<file path="config.mk">
export PLATFORM = sky130hd
export DESIGN_NAME = imuldiv_div_frontend_flat
export DESIGN_NICKNAME = d
export VERILOG_FILES = /design/src/rtl/imuldiv_div_frontend_pkg.sv /design/src/rtl/imuldiv_div_frontend_if.sv /design/src/rtl/imuldiv_div_frontend_ctrl.sv /design/src/rtl/imuldiv_div_frontend.sv /design/src/flat_wrapper.sv
export SDC_FILE = /design/constraint.sdc
export NUM_CORES = 1
export LEC_CHECK = 0
export BUFFER_PORTS_ARGS = -buffer_cell sky130_fd_sc_hd__buf_4
export CAP_MARGIN = 20
export CORE_MARGIN = 2
export CORE_UTILIZATION = 40
export CTS_CLUSTER_DIAMETER = 100
export DETAILED_ROUTE_END_ITERATION = 10
export PLACE_DENSITY = 0.76
export SYNTH_ARGS = -nofsm -noshare
export SYNTH_HDL_FRONTEND = slang
export SYNTH_SLANG_ARGS = --single-unit
</file>
<file path="constraint.sdc">
create_clock -name clk -period 2.5 [get_ports clk]
set_clock_uncertainty 0.15 [all_clocks]
set_input_delay 0 -clock clk [delete_from_list [all_inputs] [get_ports clk]]
set_output_delay 0 -clock clk [all_outputs]
set_load 0.005 [all_outputs]
</file>
<file path="src/rtl/imuldiv_div_frontend_pkg.sv">
// Shared encodings for the divider front-end: pipeline fn codes, divider fn codes,
// FSM state encodings and the response half-select helper.
package imuldiv_div_frontend_pkg;

    localparam logic [1:0] FN_DIV  = 2'd0;
    localparam logic [1:0] FN_DIVU = 2'd1;
    localparam logic [1:0] FN_REM  = 2'd2;
    localparam logic [1:0] FN_REMU = 2'd3;

    localparam int FN_UNSIGNED_BIT = 0;
    localparam int FN_REM_BIT      = 1;

    // Same values as IMULDIV_DIVREQ_MSG_FUNC_SIGNED / _UNSIGNED in the DivReqMsg header
    localparam logic DIVREQ_FUNC_SIGNED   = 1'b0;
    localparam logic DIVREQ_FUNC_UNSIGNED = 1'b1;

    localparam logic [31:0] DIV0_QUOTIENT = 32'hFFFF_FFFF;

    typedef enum logic [1:0] {
        ST_IDLE  = 2'd0,
        ST_ISSUE = 2'd1,
        ST_WAIT  = 2'd2,
        ST_RESP  = 2'd3
    } state_e;

    function automatic logic [31:0] select_half(input logic [63:0] resp, input logic want_rem);
        return want_rem ? resp[63:32] : resp[31:0];
    endfunction

endpackage

</file>
<file path="src/rtl/imuldiv_div_frontend_if.sv">
// Handshake bundle tying the muldiv issue port, the divider front-end and the
// iterative divider. master = pipeline/divider side, slave = front-end.
interface imuldiv_div_frontend_if;

    logic [1:0]  req_msg_fn;
    logic [31:0] req_msg_a;
    logic [31:0] req_msg_b;
    logic        req_val;
    logic        req_rdy;

    logic [31:0] resp_msg_result;
    logic        resp_val;
    logic        resp_rdy;

    logic        divreq_msg_fn;
    logic [31:0] divreq_msg_a;
    logic [31:0] divreq_msg_b;
    logic        divreq_val;
    logic        divreq_rdy;

    logic [63:0] divresp_msg_result;
    logic        divresp_val;
    logic        divresp_rdy;

    modport master (
        output req_msg_fn, req_msg_a, req_msg_b, req_val, resp_rdy,
               divreq_rdy, divresp_msg_result, divresp_val,
        input  req_rdy, resp_msg_result, resp_val,
               divreq_msg_fn, divreq_msg_a, divreq_msg_b, divreq_val, divresp_rdy
    );

    modport slave (
        input  req_msg_fn, req_msg_a, req_msg_b, req_val, resp_rdy,
               divreq_rdy, divresp_msg_result, divresp_val,
        output req_rdy, resp_msg_result, resp_val,
               divreq_msg_fn, divreq_msg_a, divreq_msg_b, divreq_val, divresp_rdy
    );

endinterface

</file>
<file path="src/rtl/imuldiv_div_frontend_ctrl.sv">
// Front-end FSM: IDLE -> ISSUE -> WAIT -> RESP, with a direct IDLE -> RESP shortcut
// for locally resolved requests. All handshake outputs are registered.
module imuldiv_div_frontend_ctrl
    import imuldiv_div_frontend_pkg::*;
(
    input  logic clk,
    input  logic reset,
    input  logic req_val_i,
    input  logic b_zero_i,
    input  logic reuse_hit_i,
    input  logic divreq_rdy_i,
    input  logic divresp_val_i,
    input  logic resp_rdy_i,
    output logic req_rdy_o,
    output logic resp_val_o,
    output logic divreq_val_o,
    output logic divresp_rdy_o,
    output logic accept_o,
    output logic capture_o
);

    state_e state_q;
    logic   req_rdy_q;
    logic   resp_val_q;
    logic   divreq_val_q;
    logic   divresp_rdy_q;

    assign accept_o      = req_val_i & req_rdy_q;
    assign capture_o     = divresp_val_i & divresp_rdy_q;
    assign req_rdy_o     = req_rdy_q;
    assign resp_val_o    = resp_val_q;
    assign divreq_val_o  = divreq_val_q;
    assign divresp_rdy_o = divresp_rdy_q;

    // Each transition also sets the handshake outputs of the state being entered
    always_ff @(posedge clk) begin
        if (reset) begin
            state_q       <= ST_IDLE;
            req_rdy_q     <= 1'b1;
            resp_val_q    <= 1'b0;
            divreq_val_q  <= 1'b0;
            divresp_rdy_q <= 1'b0;
        end else begin
            case (state_q)
                ST_IDLE: begin
                    if (accept_o) begin
                        req_rdy_q <= 1'b0;
                        if (b_zero_i || reuse_hit_i) begin
                            state_q    <= ST_RESP;
                            resp_val_q <= 1'b1;
                        end else begin
                            state_q      <= ST_ISSUE;
                            divreq_val_q <= 1'b1;
                        end
                    end
                end
                ST_ISSUE: begin
                    if (divreq_rdy_i) begin
                        state_q       <= ST_WAIT;
                        divreq_val_q  <= 1'b0;
                        divresp_rdy_q <= 1'b1;
                    end
                end
                ST_WAIT: begin
                    if (capture_o) begin
                        state_q       <= ST_RESP;
                        divresp_rdy_q <= 1'b0;
                        resp_val_q    <= 1'b1;
                    end
                end
                ST_RESP: begin
                    if (resp_rdy_i) begin
                        state_q    <= ST_IDLE;
                        resp_val_q <= 1'b0;
                        req_rdy_q  <= 1'b1;
                    end
                end
                default: begin
                    state_q       <= ST_IDLE;
                    req_rdy_q     <= 1'b1;
                    resp_val_q    <= 1'b0;
                    divreq_val_q  <= 1'b0;
                    divresp_rdy_q <= 1'b0;
                end
            endcase
        end
    end

endmodule

</file>
<file path="src/rtl/imuldiv_div_frontend.sv">
// Divider request front-end: operand/result registers and selection muxes around the
// control FSM. Define IMULDIV_DIV_FRONTEND_REUSE_EN to reuse the last divider result.
module imuldiv_div_frontend
    import imuldiv_div_frontend_pkg::*;
(
    input  logic                   clk,
    input  logic                   reset,
    imuldiv_div_frontend_if.slave  bus
);

    logic [1:0]  fn_q;
    logic [31:0] a_q;
    logic [31:0] b_q;
    logic [31:0] result_q;
    logic [31:0] result_d;

    logic        b_zero_s;
    logic        reuse_hit_s;
    logic [31:0] reuse_sel_s;
    logic        accept_s;
    logic        capture_s;

    assign b_zero_s = (bus.req_msg_b == 32'd0);

    imuldiv_div_frontend_ctrl u_ctrl (
        .clk           (clk),
        .reset         (reset),
        .req_val_i     (bus.req_val),
        .b_zero_i      (b_zero_s),
        .reuse_hit_i   (reuse_hit_s),
        .divreq_rdy_i  (bus.divreq_rdy),
        .divresp_val_i (bus.divresp_val),
        .resp_rdy_i    (bus.resp_rdy),
        .req_rdy_o     (bus.req_rdy),
        .resp_val_o    (bus.resp_val),
        .divreq_val_o  (bus.divreq_val),
        .divresp_rdy_o (bus.divresp_rdy),
        .accept_o      (accept_s),
        .capture_o     (capture_s)
    );

    // Operands are only meaningful while a request is in flight, so no reset
    always_ff @(posedge clk) begin
        if (accept_s) begin
            fn_q <= bus.req_msg_fn;
            a_q  <= bus.req_msg_a;
            b_q  <= bus.req_msg_b;
        end
    end

    always_comb begin
        result_d = result_q;
        if (accept_s && b_zero_s) begin
            result_d = bus.req_msg_fn[FN_REM_BIT] ? bus.req_msg_a : DIV0_QUOTIENT;
        end else if (accept_s && reuse_hit_s) begin
            result_d = reuse_sel_s;
        end else if (capture_s) begin
            result_d = select_half(bus.divresp_msg_result, fn_q[FN_REM_BIT]);
        end else begin
            result_d = result_q;
        end
    end

    always_ff @(posedge clk) begin
        result_q <= result_d;
    end

`ifdef IMULDIV_DIV_FRONTEND_REUSE_EN
    logic        reuse_vld_q;
    logic        reuse_uns_q;
    logic [31:0] reuse_a_q;
    logic [31:0] reuse_b_q;
    logic [63:0] reuse_resp_q;

    always_ff @(posedge clk) begin
        if (reset) begin
            reuse_vld_q <= 1'b0;
        end else if (capture_s) begin
            reuse_vld_q <= 1'b1;
        end
    end

    // Entry is refreshed only from real divider responses; zero-divides never reach here
    always_ff @(posedge clk) begin
        if (capture_s) begin
            reuse_a_q    <= a_q;
            reuse_b_q    <= b_q;
            reuse_uns_q  <= fn_q[FN_UNSIGNED_BIT];
            reuse_resp_q <= bus.divresp_msg_result;
        end
    end

    assign reuse_hit_s = reuse_vld_q
                       && (bus.req_msg_a == reuse_a_q)
                       && (bus.req_msg_b == reuse_b_q)
                       && (bus.req_msg_fn[FN_UNSIGNED_BIT] == reuse_uns_q);
    assign reuse_sel_s = select_half(reuse_resp_q, bus.req_msg_fn[FN_REM_BIT]);
`else
    assign reuse_hit_s = 1'b0;
    assign reuse_sel_s = 32'd0;
`endif

    assign bus.divreq_msg_fn   = fn_q[FN_UNSIGNED_BIT] ? DIVREQ_FUNC_UNSIGNED : DIVREQ_FUNC_SIGNED;
    assign bus.divreq_msg_a    = a_q;
    assign bus.divreq_msg_b    = b_q;
    assign bus.resp_msg_result = result_q;

endmodule

</file>
<file path="src/flat_wrapper.sv">
// flat-port wrapper written by rule: the top's interface ports become plain ports
module imuldiv_div_frontend_flat import imuldiv_div_frontend_pkg::*;
  (clk, reset, bus_req_msg_fn, bus_req_msg_a, bus_req_msg_b, bus_req_val, bus_resp_rdy, bus_divreq_rdy, bus_divresp_msg_result, bus_divresp_val, bus_req_rdy, bus_resp_msg_result, bus_resp_val, bus_divreq_msg_fn, bus_divreq_msg_a, bus_divreq_msg_b, bus_divreq_val, bus_divresp_rdy);
  imuldiv_div_frontend_if bus_i ();
  input  logic clk;
  input  logic reset;
  input wire logic [$bits(bus_i.req_msg_fn)-1:0] bus_req_msg_fn;
  input wire logic [$bits(bus_i.req_msg_a)-1:0] bus_req_msg_a;
  input wire logic [$bits(bus_i.req_msg_b)-1:0] bus_req_msg_b;
  input wire logic [$bits(bus_i.req_val)-1:0] bus_req_val;
  input wire logic [$bits(bus_i.resp_rdy)-1:0] bus_resp_rdy;
  input wire logic [$bits(bus_i.divreq_rdy)-1:0] bus_divreq_rdy;
  input wire logic [$bits(bus_i.divresp_msg_result)-1:0] bus_divresp_msg_result;
  input wire logic [$bits(bus_i.divresp_val)-1:0] bus_divresp_val;
  output wire logic [$bits(bus_i.req_rdy)-1:0] bus_req_rdy;
  output wire logic [$bits(bus_i.resp_msg_result)-1:0] bus_resp_msg_result;
  output wire logic [$bits(bus_i.resp_val)-1:0] bus_resp_val;
  output wire logic [$bits(bus_i.divreq_msg_fn)-1:0] bus_divreq_msg_fn;
  output wire logic [$bits(bus_i.divreq_msg_a)-1:0] bus_divreq_msg_a;
  output wire logic [$bits(bus_i.divreq_msg_b)-1:0] bus_divreq_msg_b;
  output wire logic [$bits(bus_i.divreq_val)-1:0] bus_divreq_val;
  output wire logic [$bits(bus_i.divresp_rdy)-1:0] bus_divresp_rdy;
  assign bus_i.req_msg_fn = bus_req_msg_fn;
  assign bus_i.req_msg_a = bus_req_msg_a;
  assign bus_i.req_msg_b = bus_req_msg_b;
  assign bus_i.req_val = bus_req_val;
  assign bus_i.resp_rdy = bus_resp_rdy;
  assign bus_i.divreq_rdy = bus_divreq_rdy;
  assign bus_i.divresp_msg_result = bus_divresp_msg_result;
  assign bus_i.divresp_val = bus_divresp_val;
  assign bus_req_rdy = bus_i.req_rdy;
  assign bus_resp_msg_result = bus_i.resp_msg_result;
  assign bus_resp_val = bus_i.resp_val;
  assign bus_divreq_msg_fn = bus_i.divreq_msg_fn;
  assign bus_divreq_msg_a = bus_i.divreq_msg_a;
  assign bus_divreq_msg_b = bus_i.divreq_msg_b;
  assign bus_divreq_val = bus_i.divreq_val;
  assign bus_divresp_rdy = bus_i.divresp_rdy;
  imuldiv_div_frontend u_core (.clk(clk), .reset(reset), .bus(bus_i));
endmodule
</file>
==> results of run 1 <==
## cell families after synthesis
| family | synth area share (%) |
|---|---|
| adders and majority gates | 1.14 |
| buffers and inverters | 2.47 |
| muxes | 15.0 |
| AOI/OAI and AO/OA | 2.27 |
| DFF | 69.5 |
| and+or+nand+nor | 9.60 |
## synth_stat cells
cell | count | area share (%)
sky130_fd_sc_hd__edfxtp_1 | 98 | 67
sky130_fd_sc_hd__mux2i_1 | 66 | 15
sky130_fd_sc_hd__nor2b_1 | 36 | 5.1
sky130_fd_sc_hd__nor4_1 | 7 | 0.99
sky130_fd_sc_hd__clkbuf_1 | 6 | 0.51
sky130_fd_sc_hd__dfxtp_1 | 6 | 2.7
sky130_fd_sc_hd__nor2_1 | 6 | 0.51
sky130_fd_sc_hd__ha_1 | 4 | 1.1
sky130_fd_sc_hd__inv_1 | 4 | 0.34
sky130_fd_sc_hd__nand2_1 | 4 | 0.34
sky130_fd_sc_hd__buf_8 | 3 | 1.0
sky130_fd_sc_hd__nand3_1 | 3 | 0.34
sky130_fd_sc_hd__nand4_1 | 3 | 0.43
sky130_fd_sc_hd__a21boi_1 | 2 | 0.34
sky130_fd_sc_hd__a21oi_1 | 2 | 0.23
sky130_fd_sc_hd__buf_4 | 2 | 0.34
sky130_fd_sc_hd__nand2b_1 | 2 | 0.28
sky130_fd_sc_hd__nor3_1 | 2 | 0.23
sky130_fd_sc_hd__nor4_2 | 2 | 0.57
sky130_fd_sc_hd__o21ai_0 | 2 | 0.23
sky130_fd_sc_hd__a2111oi_2 | 1 | 0.34
sky130_fd_sc_hd__a211oi_1 | 1 | 0.17
sky130_fd_sc_hd__a21o_1 | 1 | 0.17
sky130_fd_sc_hd__a221o_1 | 1 | 0.23
sky130_fd_sc_hd__a2bb2oi_1 | 1 | 0.20
sky130_fd_sc_hd__a311oi_1 | 1 | 0.20
sky130_fd_sc_hd__and4_1 | 1 | 0.20
sky130_fd_sc_hd__and4_2 | 1 | 0.23
sky130_fd_sc_hd__buf_6 | 1 | 0.26
sky130_fd_sc_hd__nor3_4 | 1 | 0.37
sky130_fd_sc_hd__o211ai_1 | 1 | 0.17
## through the flow
stage | util (%) | hold slack (ns) | setup slack [ns] | instance area, µm²
floorplan | - | -0.0511 | 0.137 | 4410
global placement | 58.8 | 0.0331 | 0.522 | 6350
detailed placement | 58.8 | 0.0329 | 0.419 | 6350
==> results.txt, run 1 <==
The run stopped with a tool error. The stage where the run came to a stop is clock tree synthesis. The tool reported: "[ERROR RSZ-0060] Max buffer count reached". The post-synthesis area per instance is 16.3 µm².

The number of buffers on the longest clock path is 2. The share of the yosys chip area belonging to registers came out at 69.5%. In this run, placement finished with an instance count of approximately 640.

The number of gates resized after CTS came out at 0. In this run, distinct cell masters in the synthesized netlist total 31. The number of H-tree branching levels came out at 3. The total number of clock tree sinks is roughly 100. The weighted congestion reported at the end of routability-driven placement came out at between 0.7 and 0.8. During synthesis, Yosys emitted a total of 0 warnings. The number of buffers added by the clock tree synthesis step came out at 9. The total of flip-flops plus latches after synthesis came out at 104. The synthesized net count is 411. The port buffer count is approximately 240. The CTS root buffer is sky130_fd_sc_hd__clkbuf_8. The top-level I/O count came out at roughly 240.

The number of buffers inserted by hold repair at cts is 133. Synthesis produced 271 cells. The width of the die came out at 109 µm. The overall die height came out at approximately 110 µm.

The standard-cell row count is 38. The effective utilization at floorplan came out at 40.8%. The cell area after synthesis is 4410 µm². In this run the post-CTS setup repair buffer count came out at 0. The post-DP HPWL came out at roughly 8500 µm.
==> run 2: changes to the inputs <==
--- a/config.mk
+++ b/config.mk
@@ -8,10 +8,9 @@
 export BUFFER_PORTS_ARGS = -buffer_cell sky130_fd_sc_hd__buf_4
 export CAP_MARGIN = 20
 export CORE_MARGIN = 2
-export CORE_UTILIZATION = 40
-export CTS_CLUSTER_DIAMETER = 100
+export CORE_UTILIZATION = 25
 export DETAILED_ROUTE_END_ITERATION = 10
-export PLACE_DENSITY = 0.76
+export PLACE_DENSITY_LB_ADDON = 0.15
 export SYNTH_ARGS = -nofsm -noshare
 export SYNTH_HDL_FRONTEND = slang
 export SYNTH_SLANG_ARGS = --single-unit
==> run 2 against run 1 <==
Effect of this change:
- the flow now finishes without violations
- synthesized area unchanged
- synthesized cell count did not move
==> results.txt, run 2 <==
For this run, design rule violations remaining after detail routing come to 0. The relative slew slack is 66.9%. The global routing usage summed across all routing layers came out at between 10% and 20%.

The post-placement cell count is 729 (+14%). The critical path required time came out at approximately 2.4 ns. The total of flip-flops plus latches after synthesis came out at 104 (unchanged).

The slew at the pin with the worst max-slew slack came out at 0.492 ns. The synthesized instance count came out at 271 (unchanged). The most repeated cell in the gate-level netlist after synthesis is sky130_fd_sc_hd__edfxtp_1.

The number of H-tree branching levels is 3 (unchanged). The share of flip-flops with an asynchronous set or reset came out at 0% (unchanged). Compared with the post-synthesis result, the final layout area differs by 83.5%. The ratio of cells with drive above 1 in the final layout came out at between 40 and 50%. The clock period minus worst slack came out at 2.24 ns.

The power per unit of standard cell area is 644 nW/µm². The die area came out at around 19000 µm². The buffer and inverter count on the worst path is 3.

The top-level I/O count is 237 (unchanged). The number of DRC markers in iteration 0 came out at 114. The achievable frequency is 447 MHz. After clock tree synthesis, the clock-pin slew on the worst setup and hold paths is 0.07 ns.

Summed over all layers, the global routing overflow is 0. The CTS root buffer is sky130_fd_sc_hd__clkbuf_16. The share of the yosys chip area belonging to registers came out at 69.5% (unchanged).

The cell area after placement is 6450 µm² (+1.5%). The class of the worst hold path is input pin to flip-flop. The final number of max-transition violations is 0. Of all nets on the critical path, the largest fanout is 23. The source-to-sink clock delay at the later pin of the worst-skew pair is 0.35 ns. The first global-routing pass estimated approximately 20000 µm of wire. The finished cells cover 8080 µm². The total leakage power is between 0.003 and 0.004 µW. The finished layout holds 880 standard cells, fillers aside. STA puts the critical path data arrival time at about 2.1 ns. In the final timing run, aggregate negative setup slack is 0 ns.

The effective utilization at floorplan is 25.6% (-15 points). The overall die height came to 137 µm (+26%). The number of enable flip-flop cells after synthesis was 98 (unchanged). The worst stage delay on the critical path is 0.55 ns.

Among the stages of the critical path, the cell type that occurs most often is sky130_fd_sc_hd__buf_4. The slowest stage of the critical path is the sky130_fd_sc_hd__dlygate4sd3_1 cell. The remaining number of nets flagged by the antenna check after routing is 0. The via count of the first global-routing pass is between 3000 and 4000.

TritonCTS built the clock tree. Walking the worst path, the cells encountered are dlygate4sd3_1 > buf_4 > nor4_2 > nand4_1 > nor3_4 > a21o_2 > buf_4. The synthesized net count came out at 411 (unchanged).

The kind of end point of the critical path is a flip-flop. The post-DP HPWL came out at 9220 µm (+9.0%). The class of the most critical setup path is input pin to flip-flop.

The detailed-route wire length is about 14000 µm. The total number of clock tree sinks came out at 104 (unchanged). The final clock period utilization by the worst path came out at 89.6%. The number of antenna violations at the first check in global routing is 0. The most common library cell in the layout ignoring fill and taps is sky130_fd_sc_hd__buf_4. Across all hold checks on the routed design, the worst slack comes to 0.0143 ns. The routed layout has approximately 3700 vias. The total of max-cap violations came out at 0. After synthesis, the most frequently instantiated cells are 98 x sky130_fd_sc_hd__edfxtp_1, 66 x sky130_fd_sc_hd__mux2i_1, 36 x sky130_fd_sc_hd__nor2b_1, 7 x sky130_fd_sc_hd__nor4_1. The run finished with clean final reports.

Summed over all instances, the cell type with the most area after synthesis is sky130_fd_sc_hd__edfxtp_1. The cell area after synthesis came out at 4410 µm² (unchanged). After detailed routing, the average wire length per cell comes to around 15 µm. Leaving out fill and tap cells, the most frequent cells in the layout are 244 x sky130_fd_sc_hd__buf_4, 135 x sky130_fd_sc_hd__dlygate4sd3_1, 98 x sky130_fd_sc_hd__edfxtp_1.

For this run, the leading register cell type out of synthesis is sky130_fd_sc_hd__edfxtp_1. The kind of cell adding the most delay to the critical path is buffers and inverters. The final count of hold timing violations is 0. The first detailed-routing pass ran for 4 iterations.

The standard-cell row count came out at 48 (+26%). The weighted congestion reported at the end of routability-driven placement is 0.751 (-3.5%). The number of buffers added by the clock tree synthesis step is 9 (unchanged). The count of warnings emitted by yosys came out at 0 (unchanged). Setup repair after global routing left no endpoint under its margin. The number of inserted filler cells in the final layout is 1577.

The number of vias per cell is 4.23. 0 antenna diodes ended up in the layout. The post-synthesis area per instance is 16.3 µm² (unchanged). The worst-case IR drop observed on VDD is between 300 and 400 µV. STA classifies the critical path startpoint as an input pin. After synthesis, the cell types taking the most area are sky130_fd_sc_hd__edfxtp_1 67%, sky130_fd_sc_hd__mux2i_1 15%, sky130_fd_sc_hd__nor2b_1 5.1%. The area fraction of the dominant cell type after synthesis is 66.8% (unchanged). The core region area is 17200 µm². The net count of the finished layout is 790.

The port buffer count is 236 (unchanged). The number of buffers on the longest clock path came out at 2 (unchanged). The largest net degree at the start of global routing is 40. The number of distinct standard cells referenced by the synthesized netlist is 31 (unchanged).

The final setup violation count is 0. The width of the die is 137 µm (+26%). The worst setup slack for register-to-register paths is about 0.27 ns.
run 2: area by class of cell:
cell class,count,area (µm²),share of cell area [%]
Timing Repair Buffer,380,3200,39.6
Clock inverter,7,55.1,0.681
Multi-Input combinational cell,151,1240,15.4
Inverter,4,15.0,0.186
Clock buffer,9,225,2.79
Sequential cell,104,3060,37.9
Tap cell,225,282,3.48
run 2: worst register-to-register path, stage by stage, from the launching register on:
cell                            delay [ns]
sky130_fd_sc_hd__dfxtp_1              0.42
sky130_fd_sc_hd__ha_1                 0.27
sky130_fd_sc_hd__nor2b_1              0.29
sky130_fd_sc_hd__nor2_1               0.08
sky130_fd_sc_hd__dlygate4sd3_1        0.57
sky130_fd_sc_hd__a221o_1              0.35
run 2: through the flow:
step | setup WS, ns | utilization, % | total power [µW]
3_5_place_dp | 0.364 | 37.4 | 3680
3_3_place_gp | 0.432 | 37.4 | 3660
4_1_cts | 0.167 | 46.9 | 5290
2_1_floorplan | 0.137 | - | 2920
5_1_grt | 0.126 | 46.9 | 5490
6_report | 0.261 | 46.9 | 5210
run 2: power breakdown:
part	switching (µW)	total [µW]	internal, µW
combinational	644	1490	845
clock	658	1340	685
sequential	102	2370	2270
run 2: cell families after synthesis:
logic type / share of synthesized area (%)
flops: 69.5
fa+ha+maj: 1.14
mux: 15.0
compound gates: 2.27
simple gates: 9.60
buf+inv: 2.47
run 2: final timing paths:
check | start | end | cells past startpoint
worst max-delay path | bus_req_msg_b[19] | u_core.bus.resp_msg_result[14] | 7
worst min register to register | u_core.u_ctrl.state_q[0] | u_core.u_ctrl.state_q[0] | 2
worst max register to register | u_core.u_ctrl.state_q[0] | u_core.u_ctrl.req_rdy_o | 5
worst min-delay path | bus_req_val | u_core.u_ctrl.divreq_val_o | 4
run 2: repair_timing:
action                     in CTS  in global routing
buffers inserted                0                  0
gates resized for setup         0                  1
hold buffers                  135                  0
setup endpoints to repair       0                 25
hold endpoints to repair      104                  0
run 2: per-layer routing:
metal  wire [µm]  up-vias  track usage, %  part of all wire (%)
met5           0        -               0                     0
met4         179        0            3.99                   1.3
met3        1290       13            5.74                   9.4
met2        6930      157            25.9                    51
met1        5210     1754            15.5                    38
li1            -     1796               -                     -
(Power assumes the default switching activity.)
==> run 3: changes to the inputs <==
--- a/config.mk
+++ b/config.mk
@@ -10,6 +10,7 @@
 export CORE_MARGIN = 2
 export CORE_UTILIZATION = 25
 export DETAILED_ROUTE_END_ITERATION = 10
+export MAX_ROUTING_LAYER = met4
 export PLACE_DENSITY_LB_ADDON = 0.15
 export SYNTH_ARGS = -nofsm -noshare
 export SYNTH_HDL_FRONTEND = slang
==> run 3 against run 2 <==
Effect of this change:
- sequential cell count stayed put
- register-to-register slack hardly changed
- power hardly changed
- design area stayed put
- clock power hardly changed
- core utilization stayed put
- worst setup slack worse by 0.0034 ns
- via count is 0.11% lower
- hold slack hardly changed
- sequential share of layout area stayed put
- wire length hardly changed
- maximum frequency is 0.15% lower
- critical endpoint unchanged
- largest cell class unchanged
==> results.txt, run 3 (synthesis gave the netlist of run 2 again) <==
The run finished with clean final reports. The maximum resistive drop on vdd was 366 µV (-0.67%). The relative slew slack is 66.9% (about the same).

The total number of clock tree sinks is 104 (unchanged). The top-level I/O count was 237 (unchanged). The final setup violation count is 0 (unchanged). The number of DRC markers in iteration 0 was 113 (-0.88%). The CTS tree is built. The power per unit of standard cell area came out at 644 nW/µm² (about the same).

The largest net degree at the start of global routing is 40 (unchanged). The path class of the tightest hold or removal check is input pin to flip-flop. The overall die height is 137 µm (unchanged). The number of H-tree branching levels is 3 (unchanged). The global routing usage summed across all routing layers is 14.8% (+0.42 points). The net count of the finished layout was 790 (unchanged). The data arrival time of the critical path is 2.10 ns (about the same). The width of the die came out at 137 µm (unchanged). The setup TNS came to 0 ns (unchanged). The number of buffers on the longest clock path came out at 2 (unchanged). For this design, the slowest cell found on the critical path is sky130_fd_sc_hd__dlygate4sd3_1.

The core region area came out at 17200 µm² (unchanged). The final number of max-transition violations is 0 (unchanged). The ratio of cells with drive above 1 in the final layout is 40.9% (unchanged). The total of max-cap violations came to 0 (unchanged). The critical path required time is 2.36 ns (about the same).

The clock period minus worst slack is 2.24 ns (+0.00342 ns). The standard-cell row count is 48 (unchanged). The weighted congestion reported at the end of routability-driven placement came out at 0.761 (+1.3%). The number of antenna violations at the first check in global routing is 0 (unchanged). The total number of vias came to 3716 (-0.11%). In this run the clock root is driven by a sky130_fd_sc_hd__clkbuf_16. The critical path goes through dlygate4sd3_1 > buf_4 > nor4_2 > nand4_1 > nor3_4 > a21o_2 > buf_4. The effective utilization at floorplan is 25.6% (unchanged). The global-route congestion overflow total came out at 0 (unchanged). Leaving out fill and tap cells, the most frequent cells in the layout are 244 x sky130_fd_sc_hd__buf_4, 135 x sky130_fd_sc_hd__dlygate4sd3_1, 98 x sky130_fd_sc_hd__edfxtp_1.

The die area came out at 18700 µm² (unchanged). The first-pass iteration count of the detailed router is 4 (unchanged). The slew at the pin with the worst max-slew slack is 0.492 ns (+0.000104 ns). The worst setup path is of the input pin to flip-flop kind.

The end-of-flow core utilization is 46.9% (unchanged). The most common library cell in the layout ignoring fill and taps is sky130_fd_sc_hd__buf_4. The final count of hold timing violations came out at 0 (unchanged).

The number of vias per cell is 4.22 (-0.11%). The area added between synthesis and finish came to 83.5% (unchanged). The setup fix buffers added after clock tree synthesis is 0 (unchanged).

The maximum fanout along the worst path is 23 (unchanged). The most common cell type on the critical path is sky130_fd_sc_hd__buf_4. The remaining number of nets flagged by the antenna check after routing was 0 (unchanged). The clock transition time at the flip-flop clock pins of the worst setup and hold paths was 0.07 ns (about the same). The wire length of the first global-routing pass came to 20000 µm (-0.27%). The number of inserted diodes came out at 0 (unchanged). The total leakage power came to 0.00333 µW (unchanged). The routed length per instance is 15.5 µm (about the same).

The achievable frequency is 446 MHz (-0.15%). The final clock period utilization by the worst path is 89.7% (+0.14 points). The post-DP HPWL came out at 9220 µm (unchanged). STA classifies the critical path startpoint as an input pin. The port buffer count is 236 (unchanged). The DRC violation count after routing is 0 (unchanged).

The worst stage delay on the critical path came out at 0.55 ns (about the same). The kind of end point of the critical path is a flip-flop. The via count of the first global-routing pass came out at 3894 (+0.23%). The number of buffers added by the clock tree synthesis step is 9 (unchanged). The source-to-sink clock delay at the later pin of the worst-skew pair is 0.35 ns (about the same). The detailed-route wire length is 13600 µm (about the same). Setup repair after global routing left no endpoint under its margin.
## run 3: cell counts in the layout (fill, tap and decap cells not counted)
Identical to the previous run, type by type.
## run 3: worst max-delay path: cells and delay by family
kind,cells,cell delay [ns]
AOI/OAI and AO/OA,1,0.14
buffers and inverters,3,1.02
and+or+nand+nor,3,0.94
## run 3: path summary, 6_finish.rpt
path,start,end,slack [ns],cells past startpoint
max,bus_req_msg_b[19],u_core.bus.resp_msg_result[14],0.26,7
min,bus_req_val,u_core.u_ctrl.divreq_val_o,0.01,4
max reg2reg,u_core.u_ctrl.state_q[0],u_core.u_ctrl.req_rdy_o,0.28,5
min reg2reg,u_core.u_ctrl.state_q[0],u_core.u_ctrl.state_q[0],0.42,2
## run 3: repair_timing
item	in CTS	in global routing
endpoints found under the hold margin	104	0
endpoints found under the setup margin	0	25
gates resized for setup	0	1
hold buffers	135	0
## run 3: area by class of cell
type	instances	area (µm²)
clock inverter	7	55.1
inverter	4	15.0
timing repair buffer	380	3200
clock buffer	9	225
tap	225	282
fill	1577	9150
multi-input combinational	151	1240
sequential	104	3060
## run 3: report_power, final
part / leakage, µW / internal, µW / switching, µW
Clock: 0.000134 / 685 / 657
Combinational: 0.00222 / 846 / 645
Sequential: 0.000974 / 2270 / 102
## run 3: stage by stage
stage / power [µW] / setup WS (ns) / cells / hold WS, ns / cell area, µm²
floorplan: 2920 / 0.137 / 271 / -0.0511 / 4410
global placement: 3660 / 0.432 / 729 / 0.0316 / 6450
detailed placement: 3680 / 0.364 / 729 / 0.0305 / 6450
CTS: 5290 / 0.167 / 880 / 0.00202 / 8080
global route: 5490 / 0.126 / 880 / 0.0344 / 8080
finish: 5210 / 0.258 / 880 / 0.0142 / 8080
## run 3: routing by layer
metal / share of wire [%] / track usage, % / vias to the layer above
met3: 8.6 / 4.81 / 13
met1: 39 / 16.2 / 1746
met2: 51 / 25.9 / 161
li1: - / - / 1796
met5: 0 / - / -
met4: 1.3 / 3.99 / 0
==> run 4: changes to the inputs <==
==> constraint.sdc (replaced) <==
create_clock -name clk -period 2.1 [get_ports clk]
set_clock_uncertainty 0.15 [all_clocks]
set_input_delay 0 -clock clk [delete_from_list [all_inputs] [get_ports clk]]
set_output_delay 0 -clock clk [all_outputs]
set_load 0.005 [all_outputs]
==> run 4 against run 3 <==
Effect of this change:
- die area did not move
- critical path type unchanged
- largest cell class unchanged
- critical endpoint is now u_core.bus.resp_msg_result[29]
- count of clock-buffer cells in the layout rose by 1
- via count rose by 0.38%
==> results.txt, run 4 (synthesis gave the netlist of run 2 again) <==
The number of antenna violations at the first check in global routing is 0 (unchanged). The kind of end point of the critical path is a flip-flop. The most common library cell in the layout ignoring fill and taps is sky130_fd_sc_hd__buf_4. The maximum fanout along the worst path came out at 10 (-57%). STA classifies the critical path startpoint as an input pin. In this run the critical register-to-register path is captured at u_core.bus.resp_msg_result[16]. The relative slew slack is 67.1% (+0.15 points). The post-DP HPWL is 9430 µm (+2.3%).

The worst setup slack after layout is 0.0683 ns (-0.189 ns). The critical path required time came out at 2.14 ns (-0.22 ns). The width of the die came to 137 µm (unchanged).

The weighted congestion reported at the end of routability-driven placement was 0.739 (-2.9%). The standard-cell row count came out at 48 (unchanged). The largest net degree at the start of global routing is 35 (-13%).

The slew at the pin with the worst max-slew slack came out at 0.493 ns (+0.00137 ns). The number of buffers added by the clock tree synthesis step came out at 9 (unchanged). The total number of vias came out at 3730 (+0.38%). The post-placement cell count was 729 (unchanged). The die area came out at 18700 µm² (unchanged). The global routing usage summed across all routing layers came to 15.2% (+0.34 points).

The total leakage power came out at 0.00340 µW (+2.2%). The final instance count without filler cells came out at 887 (+0.80%). The clock period minus worst slack came out at 2.03 ns. The cell area after placement is 6500 µm² (+0.78%).

The worst hold path stage count came out at 5 (+1). The data arrival time of the critical path is 2.07 ns (-0.03 ns). The routed length per instance is 16.0 µm (+3.2%). The via count of the first global-routing pass is 3945 (+1.3%). The CTS tree is built. The total power of the final layout came out at 6310 µW (+21%). The port buffer count came out at 236 (unchanged). Derived from the worst setup path, the maximum achievable clock frequency is 492 MHz.

The critical path is of the input pin to flip-flop type. The area added between synthesis and finish is 88.4%. The detailed-route wire length is 14200 µm (+4.1%). The core region area came out at 17200 µm² (unchanged). The number of inserted filler cells in the final layout came out at 1539 (-2.4%).

The number of cells on the worst reg-to-reg path is 4 (-1). The finished layout cell area came out at 8300 µm² (+2.7%). The final setup violation count came out at 0 (unchanged). The top cell types in the final layout, fill and taps aside, are 243 x sky130_fd_sc_hd__buf_4, 136 x sky130_fd_sc_hd__dlygate4sd3_1, 98 x sky130_fd_sc_hd__edfxtp_1. The clock transition time at the flip-flop clock pins of the worst setup and hold paths came out at 0.07 ns (about the same). Setup repair after global routing could not meet its margin everywhere.

The remaining number of nets flagged by the antenna check after routing came out at 0 (unchanged). The final count of hold timing violations came out at 0 (unchanged). The number of buffers on the longest clock path came out at 2 (unchanged). The effective utilization at floorplan was 25.6% (unchanged). The power per unit of standard cell area came out at 761 nW/µm² (+18%). The worst setup slack for register-to-register paths is 0.13 ns (-0.15 ns). In this run the most critical hold path is launched from bus_req_msg_b[28]. The overall die height came out at 137 µm (unchanged). The ratio of cells with drive above 1 in the final layout came out at 41.8% (+0.84 points).

The worst slack after detailed placement came out at 0.0610 ns (-0.303 ns). The number of DRC markers in iteration 0 is 122 (+8.0%). The total number of clock tree sinks came out at 104 (unchanged).

The source-to-sink clock delay at the later pin of the worst-skew pair came out at 0.34 ns (about the same). The end of the worst hold path is u_core.u_ctrl.resp_val_o. The flow ran to the end, and the final reports show no timing, DRC or antenna violations. The global-route congestion overflow total is 0 (unchanged).

The total of max-cap violations came out at 0 (unchanged). The final number of max-transition violations is 0 (unchanged). The maximum resistive drop on vdd is 491 µV (+34%). The DRC violation count after routing was 0 (unchanged). The class of the worst hold path is input pin to flip-flop. The top-level I/O count is 237 (unchanged).

The first-pass iteration count of the detailed router is 4 (unchanged). The net count of the finished layout came out at 797 (+0.89%). The tree is rooted in a sky130_fd_sc_hd__clkbuf_16. The number of vias per cell came to 4.21 (-0.42%). The number of H-tree branching levels came out at 3 (unchanged). The startpoint identified for the worst register-to-register timing path is u_core.fn_q[1].

The wire length of the first global-routing pass was 20500 µm (+2.6%). The final clock period utilization by the worst path is 96.7%.
## run 4: changes by cell type in the layout (fill, tap and decap cells not counted), sizes merged
cell / previous run / this run
buf: 245 / 249
clkinv: 4 / 3
diode: 0 / 1
dlygate4sd3: 135 / 136
clkbuf: 9 / 12
bufinv: 0 / 1
inv: 6 / 4
## run 4: critical path: stages
cell,delay [ns]
sky130_fd_sc_hd__dlygate4sd3_1,0.53
sky130_fd_sc_hd__buf_4,0.15
sky130_fd_sc_hd__nor4_4,0.29
sky130_fd_sc_hd__nand4_1,0.24
sky130_fd_sc_hd__nor3_4,0.28
sky130_fd_sc_hd__buf_4,0.19
sky130_fd_sc_hd__clkbuf_16,0.18
sky130_fd_sc_hd__mux2i_1,0.20
## run 4: worst max path at each step
stage / from / end / slack (ns) / cells past startpoint
final: bus_req_msg_b[4] / u_core.bus.resp_msg_result[29] / 0.07 / 8
after global routing: bus_req_msg_b[4] / u_core.bus.resp_msg_result[27] / -0.11 / 8
after CTS: bus_req_msg_b[31] / u_core.bus.resp_msg_result[12] / 0.01 / 7
after detailed placement: bus_req_msg_b[20] / u_core.bus.resp_msg_result[11] / 0.06 / 6
after global placement: bus_req_msg_b[20] / u_core.bus.resp_msg_result[21] / 0.07 / 6
after floorplan: u_core.u_ctrl.req_rdy_o / u_core.bus.divreq_msg_a[0] / -0.26 / 2
## run 4: power breakdown
group / internal, µW / switching (µW) / leakage, µW
clock: 907 / 733 / 0.000131
combinational: 1050 / 799 / 0.00229
sequential: 2700 / 122 / 0.000974
total: 4660 / 1650 / 0.00340
## run 4: metrics by stage
step,TNS [ns],hold slack [ns],utilization [%]
finish,0,0.0405,48.1
global placement,0,0.0306,37.7
global route,-4.29,0.0611,48.1
detailed placement,0,0.0356,37.7
floorplan,-17.34,-0.0511,-
CTS,0,0.0191,47.2
## run 4: per-layer routing
| metal | wire [µm] | global-route usage, % | vias up |
|---|---|---|---|
| met2 | 7160 | 26.8 | 165 |
| met3 | 1180 | 4.22 | 14 |
| li1 | - | - | 1807 |
| met1 | 5660 | 16.4 | 1744 |
| met5 | 0 | - | - |
| met4 | 167 | 5.03 | 0 |
## run 4: what timing repair did
| action | CTS | global route |
|---|---|---|
| hold buffers | 136 | 0 |
| endpoints found under the setup margin | 0 | 66 |
| buffers inserted | 0 | 4 |
| gates resized for setup | 0 | 13 |
| endpoints found under the hold margin | 104 | 0 |
## run 4: area by class of cell
| type | instances | area, µm² | area share, % |
|---|---|---|---|
| flip-flops and latches | 104 | 3060 | 36.9 |
| clock inverters | 5 | 48.8 | 0.588 |
| multi-input cells | 151 | 1310 | 15.8 |
| inverters | 4 | 15.0 | 0.181 |
| clock buffers | 10 | 229 | 2.76 |
| diodes | 1 | 2.50 | 0.0302 |
| repair buffers | 387 | 3350 | 40.4 |
| well taps | 225 | 282 | 3.39 |
